**src/rtl/mac_pkg.sv**
```systemverilog
// Shared types and FP32 constants for the MAC output-path converters.
package mac_pkg;

    typedef enum logic {
        RND_RNE       = 1'b0,
        RND_HALF_AWAY = 1'b1
    } mac_rnd_mode;

    localparam int FP32_BIAS    = 127;
    localparam int FP32_EXP_MAX = 255;
    localparam int FP32_MANT_W  = 23;

    localparam logic [31:0] FP32_POS_INF = 32'h7F80_0000;
    localparam logic [31:0] FP32_NEG_INF = 32'hFF80_0000;

endpackage

```
**src/rtl/mac_fp32_conv_lane.sv**
```systemverilog
// One lane of the int->FP32 converter: sign/abs, normalise, round/pack.
// Optional flag outputs under MAC_FP32_CONV_FLAGS_EN.
module mac_fp32_conv_lane
    import mac_pkg::*;
#(
    parameter int IN_W  = 34,
    parameter int EXP_W = 8
) (
    input  logic             i_clk,
    input  logic             i_rstn,
    input  logic             i_en1,
    input  logic             i_en2,
    input  logic             i_en3,
    input  logic [IN_W-1:0]  i_data,
    input  logic [EXP_W-1:0] i_exp,
    input  mac_rnd_mode      i_rnd_mode,
    output logic [31:0]      o_data
`ifdef MAC_FP32_CONV_FLAGS_EN
    ,
    output logic [2:0]       o_flags
`endif
);

    localparam int AW = IN_W + 1;
    localparam int EW = EXP_W + 8;
    localparam int MW = FP32_MANT_W;
    localparam int LW = $clog2(AW);
    localparam logic signed [EW-1:0] E_MAX = EW'(FP32_EXP_MAX);

    logic                 s1_sign_q;
    logic [AW-1:0]        s1_abs_q;
    logic [EXP_W-1:0]     s1_exp_q;
    mac_rnd_mode          s1_rnd_q;
    logic                 s2_sign_q;
    logic                 s2_zero_q;
    logic [AW-2:0]        s2_frac_q;
    logic signed [EW-1:0] s2_e_q;
    mac_rnd_mode          s2_rnd_q;
    logic [31:0]          s3_data_q;

    logic [AW-1:0]        s1_ext;
    logic [AW-1:0]        s1_abs_d;
    logic [LW-1:0]        msb;
    logic [LW-1:0]        sh;
    logic [AW-2:0]        s2_frac_d;
    logic signed [EW-1:0] s2_e_d;
    logic [MW-1:0]        mant;
    logic                 guard;
    logic                 sticky;
    logic                 rnd_up;
    logic [MW:0]          mant_r;
    logic signed [EW-1:0] e_r;
    logic                 ovf;
    logic                 unf;
    logic [31:0]          s3_data_d;

    // One extra bit keeps abs(-2^(IN_W-1)) exact.
    assign s1_ext   = {i_data[IN_W-1], i_data};
    assign s1_abs_d = s1_ext[AW-1] ? (~s1_ext + AW'(1)) : s1_ext;

    always_comb begin
        msb = '0;
        for (int i = 0; i < AW; i++) begin
            if (s1_abs_q[i]) msb = LW'(i);
        end
    end

    // Shifting the low bits drops the leading one, leaving the fraction.
    assign sh        = LW'(AW - 1) - msb;
    assign s2_frac_d = s1_abs_q[AW-2:0] << sh;
    assign s2_e_d    = EW'(FP32_BIAS) + EW'(msb)
                     + {{8{s1_exp_q[EXP_W-1]}}, s1_exp_q};

    assign mant   = s2_frac_q[AW-2 -: MW];
    assign guard  = s2_frac_q[AW-2-MW];
    assign sticky = |s2_frac_q[AW-3-MW:0];
    assign rnd_up = guard & ((s2_rnd_q == RND_HALF_AWAY) | sticky | mant[0]);
    assign mant_r = {1'b0, mant} + (MW+1)'(rnd_up);
    assign e_r    = s2_e_q + EW'(mant_r[MW]);
    assign ovf    = !s2_zero_q && (e_r >= E_MAX);
    assign unf    = !s2_zero_q && (e_r[EW-1] || (e_r == '0));

    always_comb begin
        s3_data_d = {s2_sign_q, e_r[7:0], mant_r[MW-1:0]};
        unique case (1'b1)
            s2_zero_q: s3_data_d = '0;
            ovf:       s3_data_d = s2_sign_q ? FP32_NEG_INF : FP32_POS_INF;
            unf:       s3_data_d = {s2_sign_q, 31'b0};
            default:   ;
        endcase
    end

    always_ff @(posedge i_clk) begin
        if (!i_rstn) begin
            s1_sign_q <= 1'b0;
            s1_abs_q  <= '0;
            s1_exp_q  <= '0;
            s1_rnd_q  <= RND_RNE;
            s2_sign_q <= 1'b0;
            s2_zero_q <= 1'b1;
            s2_frac_q <= '0;
            s2_e_q    <= '0;
            s2_rnd_q  <= RND_RNE;
            s3_data_q <= '0;
        end else begin
            if (i_en1) begin
                s1_sign_q <= i_data[IN_W-1];
                s1_abs_q  <= s1_abs_d;
                s1_exp_q  <= i_exp;
                s1_rnd_q  <= i_rnd_mode;
            end
            if (i_en2) begin
                s2_sign_q <= s1_sign_q;
                s2_zero_q <= ~|s1_abs_q;
                s2_frac_q <= s2_frac_d;
                s2_e_q    <= s2_e_d;
                s2_rnd_q  <= s1_rnd_q;
            end
            if (i_en3) begin
                s3_data_q <= s3_data_d;
            end
        end
    end

    assign o_data = s3_data_q;

`ifdef MAC_FP32_CONV_FLAGS_EN
    logic [2:0] s3_flags_q;

    always_ff @(posedge i_clk) begin
        if (!i_rstn) begin
            s3_flags_q <= '0;
        end else if (i_en3) begin
            s3_flags_q <= {ovf, unf, !s2_zero_q && (guard || sticky || unf)};
        end
    end

    assign o_flags = s3_flags_q;
`endif

endmodule

```
**src/rtl/mac_fp32_conv_array.sv**
```systemverilog
// Multi-lane elastic int->FP32 converter, 3-stage valid/ready pipe.
// Define MAC_FP32_CONV_FLAGS_EN to add per-lane {ovf, unf, inexact} flags.
module mac_fp32_conv_array
    import mac_pkg::*;
#(
    parameter int NUM_LANES = 8,
    parameter int IN_W      = 34,
    parameter int EXP_W     = 8
) (
    input  logic                      i_clk,
    input  logic                      i_rstn,
    input  logic                      i_valid,
    output logic                      o_ready,
    input  logic [NUM_LANES*IN_W-1:0] i_data,
    input  logic [EXP_W-1:0]          i_exp,
    input  mac_rnd_mode               i_rnd_mode,
    output logic                      o_valid,
    input  logic                      i_ready,
    output logic [NUM_LANES*32-1:0]   o_data
`ifdef MAC_FP32_CONV_FLAGS_EN
    ,
    output logic [NUM_LANES*3-1:0]    o_flags
`endif
);

    logic v1_q, v2_q, v3_q;
    logic v1_d, v2_d, v3_d;
    logic ld1, ld2, ld3;

    // A stage may load when the one after it is empty or moving on.
    assign ld3 = !v3_q || i_ready;
    assign ld2 = !v2_q || ld3;
    assign ld1 = !v1_q || ld2;

    always_comb begin
        v1_d = v1_q;
        v2_d = v2_q;
        v3_d = v3_q;
        if (ld1) v1_d = i_valid;
        if (ld2) v2_d = v1_q;
        if (ld3) v3_d = v2_q;
    end

    always_ff @(posedge i_clk) begin
        if (!i_rstn) begin
            v1_q <= 1'b0;
            v2_q <= 1'b0;
            v3_q <= 1'b0;
        end else begin
            v1_q <= v1_d;
            v2_q <= v2_d;
            v3_q <= v3_d;
        end
    end

    assign o_ready = ld1;
    assign o_valid = v3_q;

    for (genvar k = 0; k < NUM_LANES; k++) begin : g_lane
        mac_fp32_conv_lane #(
            .IN_W  (IN_W),
            .EXP_W (EXP_W)
        ) u_lane (
            .i_clk      (i_clk),
            .i_rstn     (i_rstn),
            .i_en1      (ld1 && i_valid),
            .i_en2      (ld2 && v1_q),
            .i_en3      (ld3 && v2_q),
            .i_data     (i_data[k*IN_W +: IN_W]),
            .i_exp      (i_exp),
            .i_rnd_mode (i_rnd_mode),
            .o_data     (o_data[k*32 +: 32])
`ifdef MAC_FP32_CONV_FLAGS_EN
            ,
            .o_flags    (o_flags[k*3 +: 3])
`endif
        );
    end

endmodule

```
**config.mk**
```make
export PLATFORM = sky130hd
export DESIGN_NAME = mac_fp32_conv_array
export DESIGN_NICKNAME = d
export VERILOG_FILES = /design/src/rtl/mac_pkg.sv /design/src/rtl/mac_fp32_conv_lane.sv /design/src/rtl/mac_fp32_conv_array.sv
export SDC_FILE = /design/constraint.sdc
export NUM_CORES = 2
export LEC_CHECK = 0
export BUFFER_PORTS_ARGS = -buffer_cell sky130_fd_sc_hd__buf_2
export CORE_MARGIN = 10
export CORE_UTILIZATION = 50
export DETAILED_ROUTE_END_ITERATION = 8
export PLACE_DENSITY = 0.71
export RECOVER_POWER = 100
export SYNTH_ARGS = -nofsm -noshare
export SYNTH_HDL_FRONTEND = slang
export SYNTH_HIERARCHICAL = 1
export SYNTH_SLANG_ARGS = --single-unit
```
**constraint.sdc**
```tcl
create_clock -name i_clk -period 3.64 [get_ports i_clk]
set_input_delay 0.364 -clock i_clk [delete_from_list [all_inputs] [get_ports i_clk]]
set_output_delay 0.364 -clock i_clk [all_outputs]
set_load 0.05 [all_outputs]
```
[Word-level counts from Yosys, hierarchy flattened]
Index checks and enable logic that the tools add are counted.
Operators by class
  bitwise operators: 32
  $lt $le $gt $ge: 8
  $add $sub $neg: 48
  reductions and logical operators: 73
  multiplexer cells: 296
  shift-type cells: 8
Operators with widths (number)
  two-way mux 6 bit: 264
  one-hot mux 32 bit (3 select lines): 8
  adder 35 x 1 -> 35 bit, second input constant: 8
  two-way mux 35 bit: 8
  NOT 35 bit: 8
  OR reduction 35 bit: 8
  left shift 34 x 6 -> 34 bit: 8
  two-way mux 32 bit: 8
  adder 23 x 1 -> 24 bit: 8
  adder 16 x 1 -> 16 bit: 8
  adder 16 bit: 8
  greater-or-equal comparator 16 x 9 -> 1 bit, second input constant: 8
  logical NOT 16 bit: 8
  OR reduction 10 bit: 8
  adder 7 x 6 -> 8 bit, first input constant: 8
  subtractor 6 bit, first input constant: 8
  logical AND 1 bit: 19
  logical NOT 1 bit: 19
  bitwise OR 1 bit: 16
  logical OR 1 bit: 11
  AND 1 bit: 8
  two-way mux 1 bit: 8
Storage, ports and cells
  register bits: 973
  output and inout port bits: 258
  input bits: 285
  logic and storage cells: 527

[Longest topological paths before layout]
  word-level depth: 36
  gate-level depth with buffers: 22
  depth with buffers taken out: 19

[Modules after synthesis]
Netlist, hierarchy kept.
By module, submodules not included
  mac_fp32_conv_lane (g_lane[1].u_lane ...): cells an instance 1101, times used 3, area an instance 8433.1 µm², seq. area each 2482.4 µm²
  mac_fp32_conv_lane (g_lane[0].u_lane ...): cells an instance 1128, times used 2, area an instance 8931.1 µm², seq. area each 2482.4 µm²
  mac_fp32_conv_lane (g_lane[2].u_lane): cells an instance 1092, times used 1, area an instance 8976.1 µm², seq. area each 2482.4 µm²
  mac_fp32_conv_lane (g_lane[7].u_lane): cells an instance 1027, times used 1, area an instance 8557.0 µm², seq. area each 2482.4 µm²
  mac_fp32_conv_lane (g_lane[5].u_lane): cells an instance 1114, times used 1, area an instance 8410.6 µm², seq. area each 2482.4 µm²
  mac_fp32_conv_array: cells an instance 13, times used 1, area an instance 137.6 µm², seq. area each 60.1 µm²

[Worst setup path after synthesis]
No wires, ideal clock.
  path kind: reg2reg
  from: register g_lane[2].u_lane.s1_abs_q[26]
  to: register g_lane[2].u_lane.s2_e_q[9]
  period minus slack after synthesis: 3.997 ns
  cell stages (with the launch flop): 22
  data required time: 3.524 ns
  path buffers: 4
  setup time: 0.116 ns
  arrival time: 3.881 ns
  slack: -0.357 ns
  path through: dfxtp_1 buf_2 or3_1 nor4_2 a221oi_2 or3_1 buf_4 buf_2 buf_2 nand2_1 o21ai_0 ha_1 a21o_1 a21oi_1 o21bai_1 a21oi_1 o21bai_1 a21oi_1 o21bai_1 xor2_1 mux2i_1 nor2b_1
On the way
  longest elaborated chain between the ends: 11
RTL lines
  start, declared: RTL line mac_fp32_conv_lane.sv:31  | logic [AW-1:0] s1_abs_q;
  start signal, assigned: RTL line mac_fp32_conv_lane.sv:108  | s1_abs_q <= s1_abs_d;
  two-way mux 6 bit (9 in a row): RTL line mac_fp32_conv_lane.sv:64  | if (s1_abs_q[i]) msb = LW'(i);
  adder 7 x 6 -> 8 bit: RTL line mac_fp32_conv_lane.sv:71  | assign s2_e_d = EW'(FP32_BIAS) + EW'(msb)
  adder 16 bit: RTL line mac_fp32_conv_lane.sv:72  | + {{8{s1_exp_q[EXP_W-1]}}, s1_exp_q};
  end signal, assigned: RTL line mac_fp32_conv_lane.sv:102  | s2_e_q <= '0;
  end signal, assigned: RTL line mac_fp32_conv_lane.sv:116  | s2_e_q <= s2_e_d;
  end, declared: RTL line mac_fp32_conv_lane.sv:37  | logic signed [EW-1:0] s2_e_q;
No other way between the ends.
A chain may end at the register's enable or synchronous reset.

[Worst setup path in the final report]
  from: register g_lane[7].u_lane.s1_abs_q[5]
  to: register g_lane[7].u_lane.s2_e_q[8]
On the way
  longest elaborated chain between the ends: 32
RTL lines (RTL line)
  start, declared: mac_fp32_conv_lane.sv:31
  start signal, assigned: mac_fp32_conv_lane.sv:108
  two-way mux 6 bit (30 in a row): mac_fp32_conv_lane.sv:64
  adder 7 x 6 -> 8 bit: mac_fp32_conv_lane.sv:71
  adder 16 bit: mac_fp32_conv_lane.sv:72
  end signal, assigned: mac_fp32_conv_lane.sv:102
  end signal, assigned: mac_fp32_conv_lane.sv:116
  end, declared: mac_fp32_conv_lane.sv:37
No other way between the ends.

==> results <==
- In this run the deepest clock path goes through 3 buffers.
- The async set-reset flop share out of synthesis is 0.
- The sequential share of the synthesized area is 0.288.
- The tool flagged a number of max-cap violations equal to 3.
- The post-layout instance area is 83,200 sq um.
- The number of nets handed over by synthesis was 9,204.
- Walking the worst path, the cells encountered are buf_4, o311ai_0, a31oi_1, o31a_1, ha_4, inv_4, fa_1, a21o_1, a21oi_2, o21bai_1, a21oi_1, o21bai_1, a21oi_1, xnor2_1, mux2i_1, nor2_1.
- The areal power density over the cells is 494 nW/um^2.
- The total DRC errors in the routed layout is 0.
- The final hold violation count was 0.
- The area of the mapped netlist is 69,200 sq um.
- The distinct cell type count of the synthesized netlist is 124.
- For this run, the post-layout net count is 10,000.
- The cell with the largest stage delay on the worst path is sky130_fd_sc_hd__fa_1.
- The multiplexer share of the synthesized area is 0.0875.
- The startpoint of the worst hold path is i_data[191].
- The total overflow left after global routing is 0.
- In this run the worst hold path is classified as in -> reg.
- In this run, CTS created clock tree buffers numbering 111.
- The worst hold slack across all endpoints is 0.0338 ns.
- sky130_fd_sc_hd__nor2_1 is the most common cell in the netlist.
- The area growth from synthesis to final layout is 20.1%.
- The synthesized-area fraction occupied by adder cells is 0.0215.
- The largest net degree at the start of global routing is 182.
- The basic-gate share of the synthesized area counting and, or, nand and nor cells is 0.223.
- The first element of the critical path is g_lane[7].u_lane/s1_abs_q[5].
- The via count of the first global-routing pass came to 67,400.
- The start of the worst register-to-register path is g_lane[7].u_lane/s1_abs_q[5].
- Setup violations remaining at the end of the flow were counted as 0.
- The number of clock sinks seen by CTS is 995.
- Along the worst hold path, the cell count comes to 3.
- Summed over all cells, the static leakage comes to 32.7 nW.
- The first detailed-routing pass ran for 8 iterations.
- The clock tree from TritonCTS is built.
- The most used flip-flop cell after synthesis is sky130_fd_sc_hd__dfxtp_1.
- The normalized max-slew margin is -0.0969.
- In this run the clock root is driven by a sky130_fd_sc_hd__clkbuf_16.
- On the worst path, the slowest cell contributes a delay of 0.43 ns.
- For this run, the number of Yosys warnings is 6.
- From left edge to right edge, the die measures 392 microns.
- The later pin in the worst-skew pair is clocked with a latency of 0.75 ns.
- The total I/O pin count is 543.
- The number of input and output port buffers inserted is 542.
- The type of the worst setup path is reg -> reg.
- For the worst setup path, the data arrival time is 4.23 ns.
- The peak fanout along the critical path is 6.
- Dividing the detail-routed via count by the number of cells gives 6.16.
- STA classifies the critical path startpoint as a flop.
- The xor and xnor fraction of the mapped netlist area is 0.0731.
- Across every metal layer, demand over resource in global routing totals 0.308.
- In the final layout, the share of cells above drive strength 1 is 0.168.
- The synthesized design contains 0 enable-type register cells.
- The clock arrives with 0.0248 ns of skew.
- The initial utilization of the core area, before any placement, comes to 0.504.
- The worst reg2reg path depth is 16.
- At the worst endpoint, the required time is 4.25 ns.
- Row generation in the floorplan step produced 136 rows.
- The area of the core is 137,000 sq um.
- The complex-gate fraction of the synthesized area is 0.253.
- The first routing iteration left 6,219 violations.
- The floorplan die height is 392 microns.
- The total power is 0.0411 W.
- Of all cell types, the one taking the most synthesized area is sky130_fd_sc_hd__dfxtp_1.
- In this run the mean area of a mapped cell was 7.86 sq um.
- The count of H-tree levels built during CTS is 3.
- After synthesis, the largest family of logic cells by area is compound AO/OA/AOI/OAI gates.
- The overall die area is 154,000 sq um.
- Summing all placed instances gives a cell area of 77,000 sq um.
- Dividing the detail-routed wire length by the instance count gives 21.8 microns.
- The element type at the critical path end is a flop.
- Once detail routing completed, the nets flagged for antenna violations numbered 0.
- The initial antenna violation count is 39.
- The clock transition at the register clock pins on the worst setup and hold paths after CTS is 0.06 ns.
- For the pin with the worst max-slew slack, the measured transition is 1.65 ns.
- Of the available clock period, the critical path in the final layout requires 0.993.
- The final weighted congestion in routability-driven placement is 0.989.
- The run finished, with violations left.
- The detailed placer's ending HPWL is 189,000 microns.
- Counting I/O delays and the setup requirement, the final critical path takes 3.62 ns.
- In the synthesized netlist, the cells that appear most often are sky130_fd_sc_hd__nor2_1 (1,006), sky130_fd_sc_hd__dfxtp_1 (995), sky130_fd_sc_hd__nand2_1 (617), sky130_fd_sc_hd__a21oi_1 (616), sky130_fd_sc_hd__clkbuf_1 (482).
- Summing over every cut layer, the via total after detailed routing is 71,200.
- The final layout contains routed wiring with a total length of 252,000 microns.
- The total count of max-transition violations in the final report came to 303.
- The share of synthesized area in the top cell type comes to 0.288.
- For this run, the top clock speed supported by timing is 0.277 GHz.
- The wire length of the first global-routing pass is 388,000 microns.
- The synthesis-stage register bit count is 995.
- The number of instances in the synthesized netlist is 8,805.
- The final reports fail on capacitance limit, slew limit.
- After synthesis, the cell types taking the most area are sky130_fd_sc_hd__dfxtp_1 (29%), sky130_fd_sc_hd__mux2i_1 (6.4%), sky130_fd_sc_hd__nor2_1 (5.5%).
- Across the VDD grid, the largest voltage drop is 0.408 mV.
- Setup repair after global routing could not meet its margin everywhere.
## metal layers
layer | track usage | wire [microns] | share of wire | vias to the layer above
met5 | 0 | 140 | 0.00056 | -
met2 | 0.503 | 116000 | 0.46 | 2666
met3 | 0.0480 | 16900 | 0.067 | 624
li1 | - | - | - | 33900
met1 | 0.400 | 107000 | 0.43 | 34000
met4 | 0.132 | 11900 | 0.047 | 22
## registers in the layout, summed over array words and instances (netlist names)
register / cells
g_lane.u_lane/s2_frac_q: 272
g_lane.u_lane/s2_e_q: 80
g_lane.u_lane/o_data: 256
v1_q: 1
v2_q: 1
g_lane.u_lane/s1_exp_q: 64
g_lane.u_lane/s1_abs_q: 280
o_valid: 1
g_lane.u_lane/s1_rnd_q: 8
g_lane.u_lane/s2_sign_q: 8
g_lane.u_lane/s1_sign_q: 8
g_lane.u_lane/s2_zero_q: 8
g_lane.u_lane/s2_rnd_q: 8
## worst paths after layout
path,slack [ns],endpoint
worst max-delay path,0.02,g_lane[7].u_lane/s2_e_q[8]
worst min-delay path,0.03,g_lane[5].u_lane/s1_abs_q[21]
worst max register to register,0.02,g_lane[7].u_lane/s2_e_q[8]
worst min register to register,0.47,g_lane[3].u_lane/o_data[15]
## final cells by class
class,count,area (sq um)
diodes,28,70.1
clock buffers,153,3120
clock inverters,50,664
fillers,12600,54300
inverters,226,853
multi-input cells,6903,46600
flip-flops and latches,995,20000
well taps,1794,2240
repair buffers,1405,9610
## kinds of logic after synthesis
family / Yosys count
buf+inv: 907
flops: 995
compound gates: 2513
fa+ha+maj: 114
simple gates: 3158
mux: 545
xor+xnor: 573
## metrics by stage
stage                     utilization  setup slack (ns)  instances  TNS [ns]
after CTS                       0.600           0.00538      11500         0
after detailed placement        0.560            -0.173      11100     -3.42
after global placement          0.560          -0.00620      11100   -0.0107
after floorplan                     -           -0.0262       8805   -0.0679
final                           0.605            0.0248      11600         0
after global routing            0.605            -0.131      11500     -9.79
## report_power, final
part	internal [W]	switching, W
clock network	0.00679	0.00489
registers	0.0117	0.00101
logic	0.00687	0.00986
## what timing repair did
item                                   CTS  global route
pin swaps                                3            69
buffers inserted                         2            28
endpoints found under the hold margin  163             0
resized for setup                        6           219
setup endpoints to repair               68           288
hold buffers                           165             0
gates cloned                             0             1
## layout by cell type (no fill, tap or decap), drive strengths merged, types with 80 or more instances in the layout
cell and instances:
xnor2 247, a31oi 80, dfxtp 995, nor2b 110, o211ai 125, clkbuf 445
inv 227, nand3 425, o21ai 405, nand2b 267, mux2i 446, nand2 619
a21oi 626, nor4 117, or3 80, nor2 1011, o31ai 141, dlygate4sd3 165
xor2 326, ha 106, nor3 172, buf 948, a211oi 263
## worst max-delay path: cells and delay by family (launching register included)
family                   cells  cell delay, ns
flip-flops                   1            0.35
AO/OA/AOI/OAI                9            1.90
adder cells (fa/ha/maj)      2            0.76
buffers and inverters        2            0.21
AND/OR/NAND/NOR              1            0.05
XOR/XNOR                     1            0.08
multiplexers                 1            0.14
Note: power is estimated with default switching activity, not from simulation.
